$ cat src/rtl/multicycle_ctrl.sv
// Multi-cycle sequencer for the I-format datapath: FETCH/DECODE/EXEC/MEM/WB with DM wait states.
// Per instruction, FETCH to FETCH: R/addi 4, sw 4+W, lw 5+W cycles; DM stalls via mem_ready.
module multicycle_ctrl #(
    parameter int MEM_TIMEOUT = 16,
    parameter int RET_W       = 32
) (
    input  logic             clk,
    input  logic             rst,
    input  logic             run,
    input  logic [5:0]       opcode,
    input  logic             mem_ready,
    output logic             pc_write,
    output logic             ir_write,
    output logic             reg_write,
    output logic             mem_read,
    output logic             mem_write,
    output logic             mem_to_reg,
    output logic             reg_dst,
    output logic             alu_src,
    output logic [1:0]       alu_op,
    output logic [2:0]       state,
    output logic             halted,
    output logic             err_illegal,
    output logic             err_timeout,
    output logic [RET_W-1:0] retired
);

    localparam logic [5:0] OP_R    = 6'h00;
    localparam logic [5:0] OP_ADDI = 6'h08;
    localparam logic [5:0] OP_LW   = 6'h23;
    localparam logic [5:0] OP_SW   = 6'h2B;

    localparam int WC_W = (MEM_TIMEOUT > 1) ? $clog2(MEM_TIMEOUT) : 1;
    localparam logic [WC_W-1:0] WAIT_LAST = WC_W'((MEM_TIMEOUT > 0) ? MEM_TIMEOUT - 1 : 0);

    typedef enum logic [2:0] {
        S_FETCH  = 3'd0,
        S_DECODE = 3'd1,
        S_EXEC   = 3'd2,
        S_MEM    = 3'd3,
        S_WB     = 3'd4,
        S_HALT   = 3'd5
    } state_t;

    state_t            r_state;
    logic [5:0]        r_op_q;
    logic [WC_W-1:0]   r_wait_cnt;
    logic [RET_W-1:0]  r_retired;
    logic              r_err_illegal;
    logic              r_err_timeout;

    state_t            w_state_nxt;
    logic [5:0]        w_op_nxt;
    logic [WC_W-1:0]   w_wait_nxt;
    logic              w_retire;
    logic              w_set_illegal;
    logic              w_set_timeout;
    logic              w_op_legal;
    logic              w_is_mem_op;

    assign w_op_legal  = (opcode == OP_R) || (opcode == OP_ADDI) ||
                         (opcode == OP_LW) || (opcode == OP_SW);
    assign w_is_mem_op = (r_op_q == OP_LW) || (r_op_q == OP_SW);

    always_ff @(posedge clk or posedge rst) begin
        if (rst) begin
            r_state       <= S_FETCH;
            r_op_q        <= 6'h00;
            r_wait_cnt    <= '0;
            r_retired     <= '0;
            r_err_illegal <= 1'b0;
            r_err_timeout <= 1'b0;
        end else begin
            r_state    <= w_state_nxt;
            r_op_q     <= w_op_nxt;
            r_wait_cnt <= w_wait_nxt;
            if (w_retire)      r_retired     <= r_retired + RET_W'(1);
            if (w_set_illegal) r_err_illegal <= 1'b1;
            if (w_set_timeout) r_err_timeout <= 1'b1;
        end
    end

    always_comb begin
        w_state_nxt   = r_state;
        w_op_nxt      = r_op_q;
        w_wait_nxt    = r_wait_cnt;
        w_retire      = 1'b0;
        w_set_illegal = 1'b0;
        w_set_timeout = 1'b0;
        case (r_state)
            S_FETCH: begin
                if (run) w_state_nxt = S_DECODE;
            end
            S_DECODE: begin
                w_op_nxt = opcode;
                if (w_op_legal) begin
                    w_state_nxt = S_EXEC;
                end else begin
                    w_state_nxt   = S_HALT;
                    w_set_illegal = 1'b1;
                end
            end
            S_EXEC: begin
                w_state_nxt = w_is_mem_op ? S_MEM : S_WB;
            end
            S_MEM: begin
                if (mem_ready) begin
                    w_wait_nxt = '0;
                    if (r_op_q == OP_LW) begin
                        w_state_nxt = S_WB;
                    end else begin
                        w_state_nxt = S_FETCH;
                        w_retire    = 1'b1;
                    end
                end else if ((MEM_TIMEOUT != 0) && (r_wait_cnt == WAIT_LAST)) begin
                    w_wait_nxt    = '0;
                    w_state_nxt   = S_HALT;
                    w_set_timeout = 1'b1;
                end else begin
                    w_wait_nxt = r_wait_cnt + WC_W'(1);
                end
            end
            S_WB: begin
                w_state_nxt = S_FETCH;
                w_retire    = 1'b1;
            end
            S_HALT: begin
                w_state_nxt = S_HALT;
            end
            default: begin
                w_state_nxt = S_FETCH;
            end
        endcase
    end

    // ALU selects stay valid through MEM/WB so the address and write-back data remain stable.
    always_comb begin
        pc_write   = 1'b0;
        ir_write   = 1'b0;
        reg_write  = 1'b0;
        mem_read   = 1'b0;
        mem_write  = 1'b0;
        mem_to_reg = 1'b0;
        reg_dst    = 1'b0;
        alu_src    = 1'b0;
        alu_op     = 2'b00;
        halted     = 1'b0;
        case (r_state)
            S_FETCH: begin
                pc_write = run & ~rst;
                ir_write = run & ~rst;
            end
            S_EXEC: begin
                alu_src = (r_op_q != OP_R);
                alu_op  = (r_op_q == OP_R) ? 2'b10 : 2'b00;
            end
            S_MEM: begin
                mem_read  = (r_op_q == OP_LW);
                mem_write = (r_op_q == OP_SW);
                alu_src   = 1'b1;
            end
            S_WB: begin
                reg_write  = 1'b1;
                reg_dst    = (r_op_q == OP_R);
                mem_to_reg = (r_op_q == OP_LW);
                alu_src    = (r_op_q != OP_R);
                alu_op     = (r_op_q == OP_R) ? 2'b10 : 2'b00;
            end
            S_HALT: begin
                halted = 1'b1;
            end
            default: ;
        endcase
    end

    assign state       = r_state;
    assign retired     = r_retired;
    assign err_illegal = r_err_illegal;
    assign err_timeout = r_err_timeout;

endmodule

$ cat config.mk
export PLATFORM = sky130hd
export DESIGN_NAME = multicycle_ctrl
export DESIGN_NICKNAME = d
export VERILOG_FILES = /design/src/rtl/multicycle_ctrl.sv
export SDC_FILE = /design/constraint.sdc
export NUM_CORES = 1
export LEC_CHECK = 0
export CAP_MARGIN = 20
export CORE_AREA = 3 3 107 58
export DETAILED_ROUTE_END_ITERATION = 8
export DIE_AREA = 0 0 110 61
export PLACE_DENSITY = 0.74
export SLEW_MARGIN = 10
export SYNTH_ARGS = -nofsm -noshare
export SYNTH_HDL_FRONTEND = slang
export SYNTH_SLANG_ARGS = --single-unit
$ cat constraint.sdc
create_clock -name clk -period 1.7 [get_ports clk]
set_clock_uncertainty 0.15 [all_clocks]
set_input_delay 0.34 -clock clk [delete_from_list [all_inputs] [get_ports clk]]
set_output_delay 0.34 -clock clk [all_outputs]
set_load 0.005 [all_outputs]
==> After elaboration in Yosys (flattened, before gate mapping) <==
Index checks and enable logic that the tools add are counted.
{ "word_totals": {"in_bits": 10, "reg_bits": 47, "elab_cells": 60, "out_inout_bits": 48} }
{ "classes": {"addsub": 2, "n_eq_ne": 13, "bitwise": 2, "n_reduce_logical": 10, "mux": 27} }
{ "op_table": {"columns": ["op", "count"], "rows": [
  ["$add 32x1->32 const B", 1],
  ["$eq 6x6->1 const B", 4],
  ["$mux 3", 6],
  ["$pmux 3 s5", 1],
  ["$mux 1", 14],
  ["$logic_not 6->1", 2],
  ["$mux 4", 2],
  ["$eq 3x2->1 const B", 2],
  ["$eq 3x3->1 const B", 2],
  ["$eq 6x4->1 const B", 1],
  ["$reduce_bool 6->1", 1],
  ["$add 4x1->4 const B", 1],
  ["$eq 4x4->1 const B", 1],
  ["$logic_or 1x1->1", 4],
  ["$mux 2", 2],
  ["$pmux 1 s2", 2],
  ["$eq 3x1->1 const B", 1],
  ["$logic_not 3->1", 1],
  ["$ne 3x3->1 const B", 1],
  ["$ne 2x2->1 const B", 1],
  ["$reduce_and 2->1", 1],
  ["$reduce_or 2->1", 1],
  ["$and 1x1->1", 1],
  ["$not 1->1", 1]
]} }

==> Depth between registers and ports, before layout <==
{ "logic_depth": {"depth_word": 6, "depth_mapped": 7, "depth_no_buf": 6} }

==> Worst setup path before layout <==
OpenSTA, ideal clock, no wires.
{ "synth_path": {"kind": "register to output", "startpoint": "register r_op_q[3]", "endpoint": "output alu_op[1]", "stages_incl_launch_ff": 4, "arrival_ps": 1466, "slack_ps": -256, "required_time_ps": 1210, "n_path_buf": 0, "path_cell_list": "dfrtp_1 -> or3_4 -> or4_4 -> a211oi_1"} }
{ "synth_between": {"elab_chain_cells": 3} }
{ "synth_lines": {"columns": ["item", "line_no", "source"], "rows": [
  ["start: declaration", "46", "logic [5:0] r_op_q;"],
  ["start signal: assignment", "75", "r_op_q <= w_op_nxt;"],
  ["$logic_not 6->1", "155, 167", null],
  ["$mux 2", "155, 167", null],
  ["$mux 2", null, null],
  ["end: declaration", "20", "output logic [1:0] alu_op,"]
]} }
No other way between the ends.

==> Worst setup path after layout <==
Same ends and word-level chain as after synthesis.

==> impl_metrics.env <==
export IMPL_yosys_top_cells_area="dfrtp_1, xnor2_1, nand3_1"
export IMPL_clockPowerShare_pct=15.5
export IMPL_pin_count=58
export IMPL_worstHoldStart="err_illegal"
export IMPL_combPwrFrac_pct=51.7
export IMPL_reg2reg_slack_ns=-0.44
export IMPL_syn_to_final_growth_pct=73.46
export IMPL_yosysSeqAreaShare_pct=50.40
export IMPL_rows=19
export IMPL_max_cap_viol_count=0
export IMPL_ys_async_sr_fraction_pct=100.0
export IMPL_p_leak_nw=2.034
export IMPL_critical_path_endpoint="alu_op[1]"
export IMPL_endpoint_kind="primary output"
export IMPL_p_total_w=0.004464
export IMPL_final_nets=371
export IMPL_ys_warn_count=0
export IMPL_pwr_share_seq_pct=32.7
export IMPL_power_internal_w=0.002857
export IMPL_p_per_area_nw_per_um2=1103
export IMPL_synth_top_area_share_pct=50.40
export IMPL_track_usage_pct=21.71
export IMPL_route_detailed_drc=0
export IMPL_critPathRequiredTime_ns=1.21
export IMPL_firstDrtPassIters=4
export IMPL_htree_levels=2
export IMPL_finalSetupTns_ns=-13.95
export IMPL_preCtsSetupSlack_ns=-0.7518
export IMPL_netSwitchingPower_w=0.001607
export IMPL_synth_edf_count=0
export IMPL_path_max_fanout=4
export IMPL_root_buffer="clkbuf_8"
export IMPL_drt_wirelength_per_cell_um=17.29
export IMPL_finalCriticalPeriod_ns=2.394
export IMPL_drive_gt1_share_pct=46.39
export IMPL_core_area_um2=5349
export IMPL_ant_nets=0
export IMPL_start_util_pct=43.63
export IMPL_worstReg2RegStart="r_op_q[3]"
export IMPL_dpl_hpwl_um=4356
export IMPL_clock_path_buffers=2
export IMPL_port_buffer_count=56
export IMPL_worstSkewPairLatency_ns=0.31
export IMPL_final_util_pct=75.67
export IMPL_synth_top_cell_by_area="dfrtp_1"
export IMPL_cts_tree="built"
export IMPL_fin_crit_sh_pct=140.8
export IMPL_netSwitchingFraction_pct=35.99
export IMPL_ys_types=44
export IMPL_drt_iter0_drc=86
export IMPL_die_area_um2=6710
export IMPL_drv_slew=0
export IMPL_hp_class="reg -> reg"
export IMPL_cts_sinks=47
export IMPL_worst_ep_arrival_time_ns=1.90
export IMPL_num_vias=2246
export IMPL_antenna_found_initial=0
export IMPL_globalRoute_totalOverflow=0
export IMPL_synth_top_flop_cell="dfrtp_1"
export IMPL_fmax_mhz=417.8
export IMPL_syn_area_um2=2333
export IMPL_regToRegEndpoint="retired[27]"
export IMPL_syn_inst=215
export IMPL_place_congestion=0.8018
export IMPL_grt_max_degree=48
export IMPL_worstRegToRegCells=7
export IMPL_routed_wl_um=7488
export IMPL_grt_pass1_vias=2298
export IMPL_antennaDiodeCount=0
export IMPL_synth_nets=227
export IMPL_ys_ff_latch=47
export IMPL_path_clk_slew_ns=0.09
export IMPL_fin_ws_ns=-0.6935
export IMPL_ir_worst_vdd_v=0.0008328
export IMPL_syn_area_per_cell_um2=10.85
export IMPL_rsz0062_at_grt="yes"
export IMPL_yosysMostFrequentCell="dfrtp_1"
export IMPL_cts_buffers=5
export IMPL_grt_pass1_wl_um=10980
export IMPL_setup_violations=49
export IMPL_violations="negative setup slack"
export IMPL_die_h_um=61
export IMPL_worst_setup_path_start_kind="register"
export IMPL_fillers=333
export IMPL_die_x_um=110
export IMPL_status="finished, violations left"
export IMPL_synthTopCellsByCount="dfrtp_1, xnor2_1, nand2_1"
export IMPL_hold_viol=0
export IMPL_routed_via_density=5.187
export IMPL_critPathKind="reg -> out"
export IMPL_cp_startpoint="r_op_q[3]"
## sequential cells by signal (all words and copies together) (netlist names)
signal / count
err_illegal: 1
r_op_q: 6
retired: 32
state: 3
err_timeout: 1
r_wait_cnt: 4
## layer usage
metal	part of all wire (%)	vias up	global-route usage, %	routed length [um]
met1	39	1110	25.30	2922
met3	5.2	24	4.145	391
met2	53	68	41.21	3935
li1	-	1044	-	-
met4	3.2	0	6.750	238
met5	0	-	0	0
## worst max-delay path, cell delays in order (launching register included)
cell	delay, ns
dfrtp_1	0.38
or3_4	0.39
or4_4	0.47
a211oi_2	0.20
buf_2	0.15
## layout by cell type (no fill, tap or decap), drive strengths merged, types with 7 or more instances in the layout
cell,instances
nand4,9
dlygate4sd2,22
o21ai,9
dfrtp,47
nor2,18
nand2,17
buf,96
xor2,7
xnor2,24
nand3,15
clkdlybuf4s50,15
mux2,7
dlymetal6s2s,7
## cell families after synthesis
kind of cell    share of synthesized area (%)
fa+ha+maj                               1.072
flops                                   50.40
buf+inv                                 2.842
mux                                     3.807
compound gates                          8.848
simple gates                            21.23
other cells                            0.1607
xor+xnor                                11.64
## worst min path at each step
stage	endpoint	depth (start not counted)
3_3_place_gp	err_illegal	1
5_1_grt	err_illegal	1
2_1_floorplan	r_wait_cnt[2]	1
6_report	err_illegal	1
4_1_cts	err_illegal	1
3_5_place_dp	err_illegal	1
## through the flow
step                      cell area (um^2)  std cells  hold WS, ns
final                                 4048        433       0.3140
after global routing                  4048        433       0.3329
after CTS                             3832        426       0.3172
after detailed placement              3391        393       0.2973
after global placement                3391        393       0.2913
after floorplan                       2344        215       0.2989
## power groups by stage
stage          logic (W)  clock network [W]  registers (W)
2_1_floorplan   0.000638                  0        0.00149
3_3_place_gp     0.00148                  0        0.00146
3_5_place_dp     0.00152                  0        0.00148
4_1_cts          0.00208           0.000697        0.00144
5_1_grt          0.00245           0.000750        0.00148
6_report         0.00231           0.000694        0.00146
## cell type report
type	count	area, um^2	area share (%)
multi-input cells	156	1405	34.71
repair buffers	141	1249	30.85
flip-flops and latches	47	1176	29.06
well taps	73	91.34	2.257
clock buffers	5	68.82	1.700
inverters	8	37.54	0.9274
clock inverters	3	20.02	0.4946
## timing repair
item	CTS	global route
hold buffers	0	0
gates resized for setup	126	40
gates cloned	1	0
setup buffers	26	11
pin swaps	28	23
setup endpoints to repair	74	65
Power figures use the tool's default switching activity.
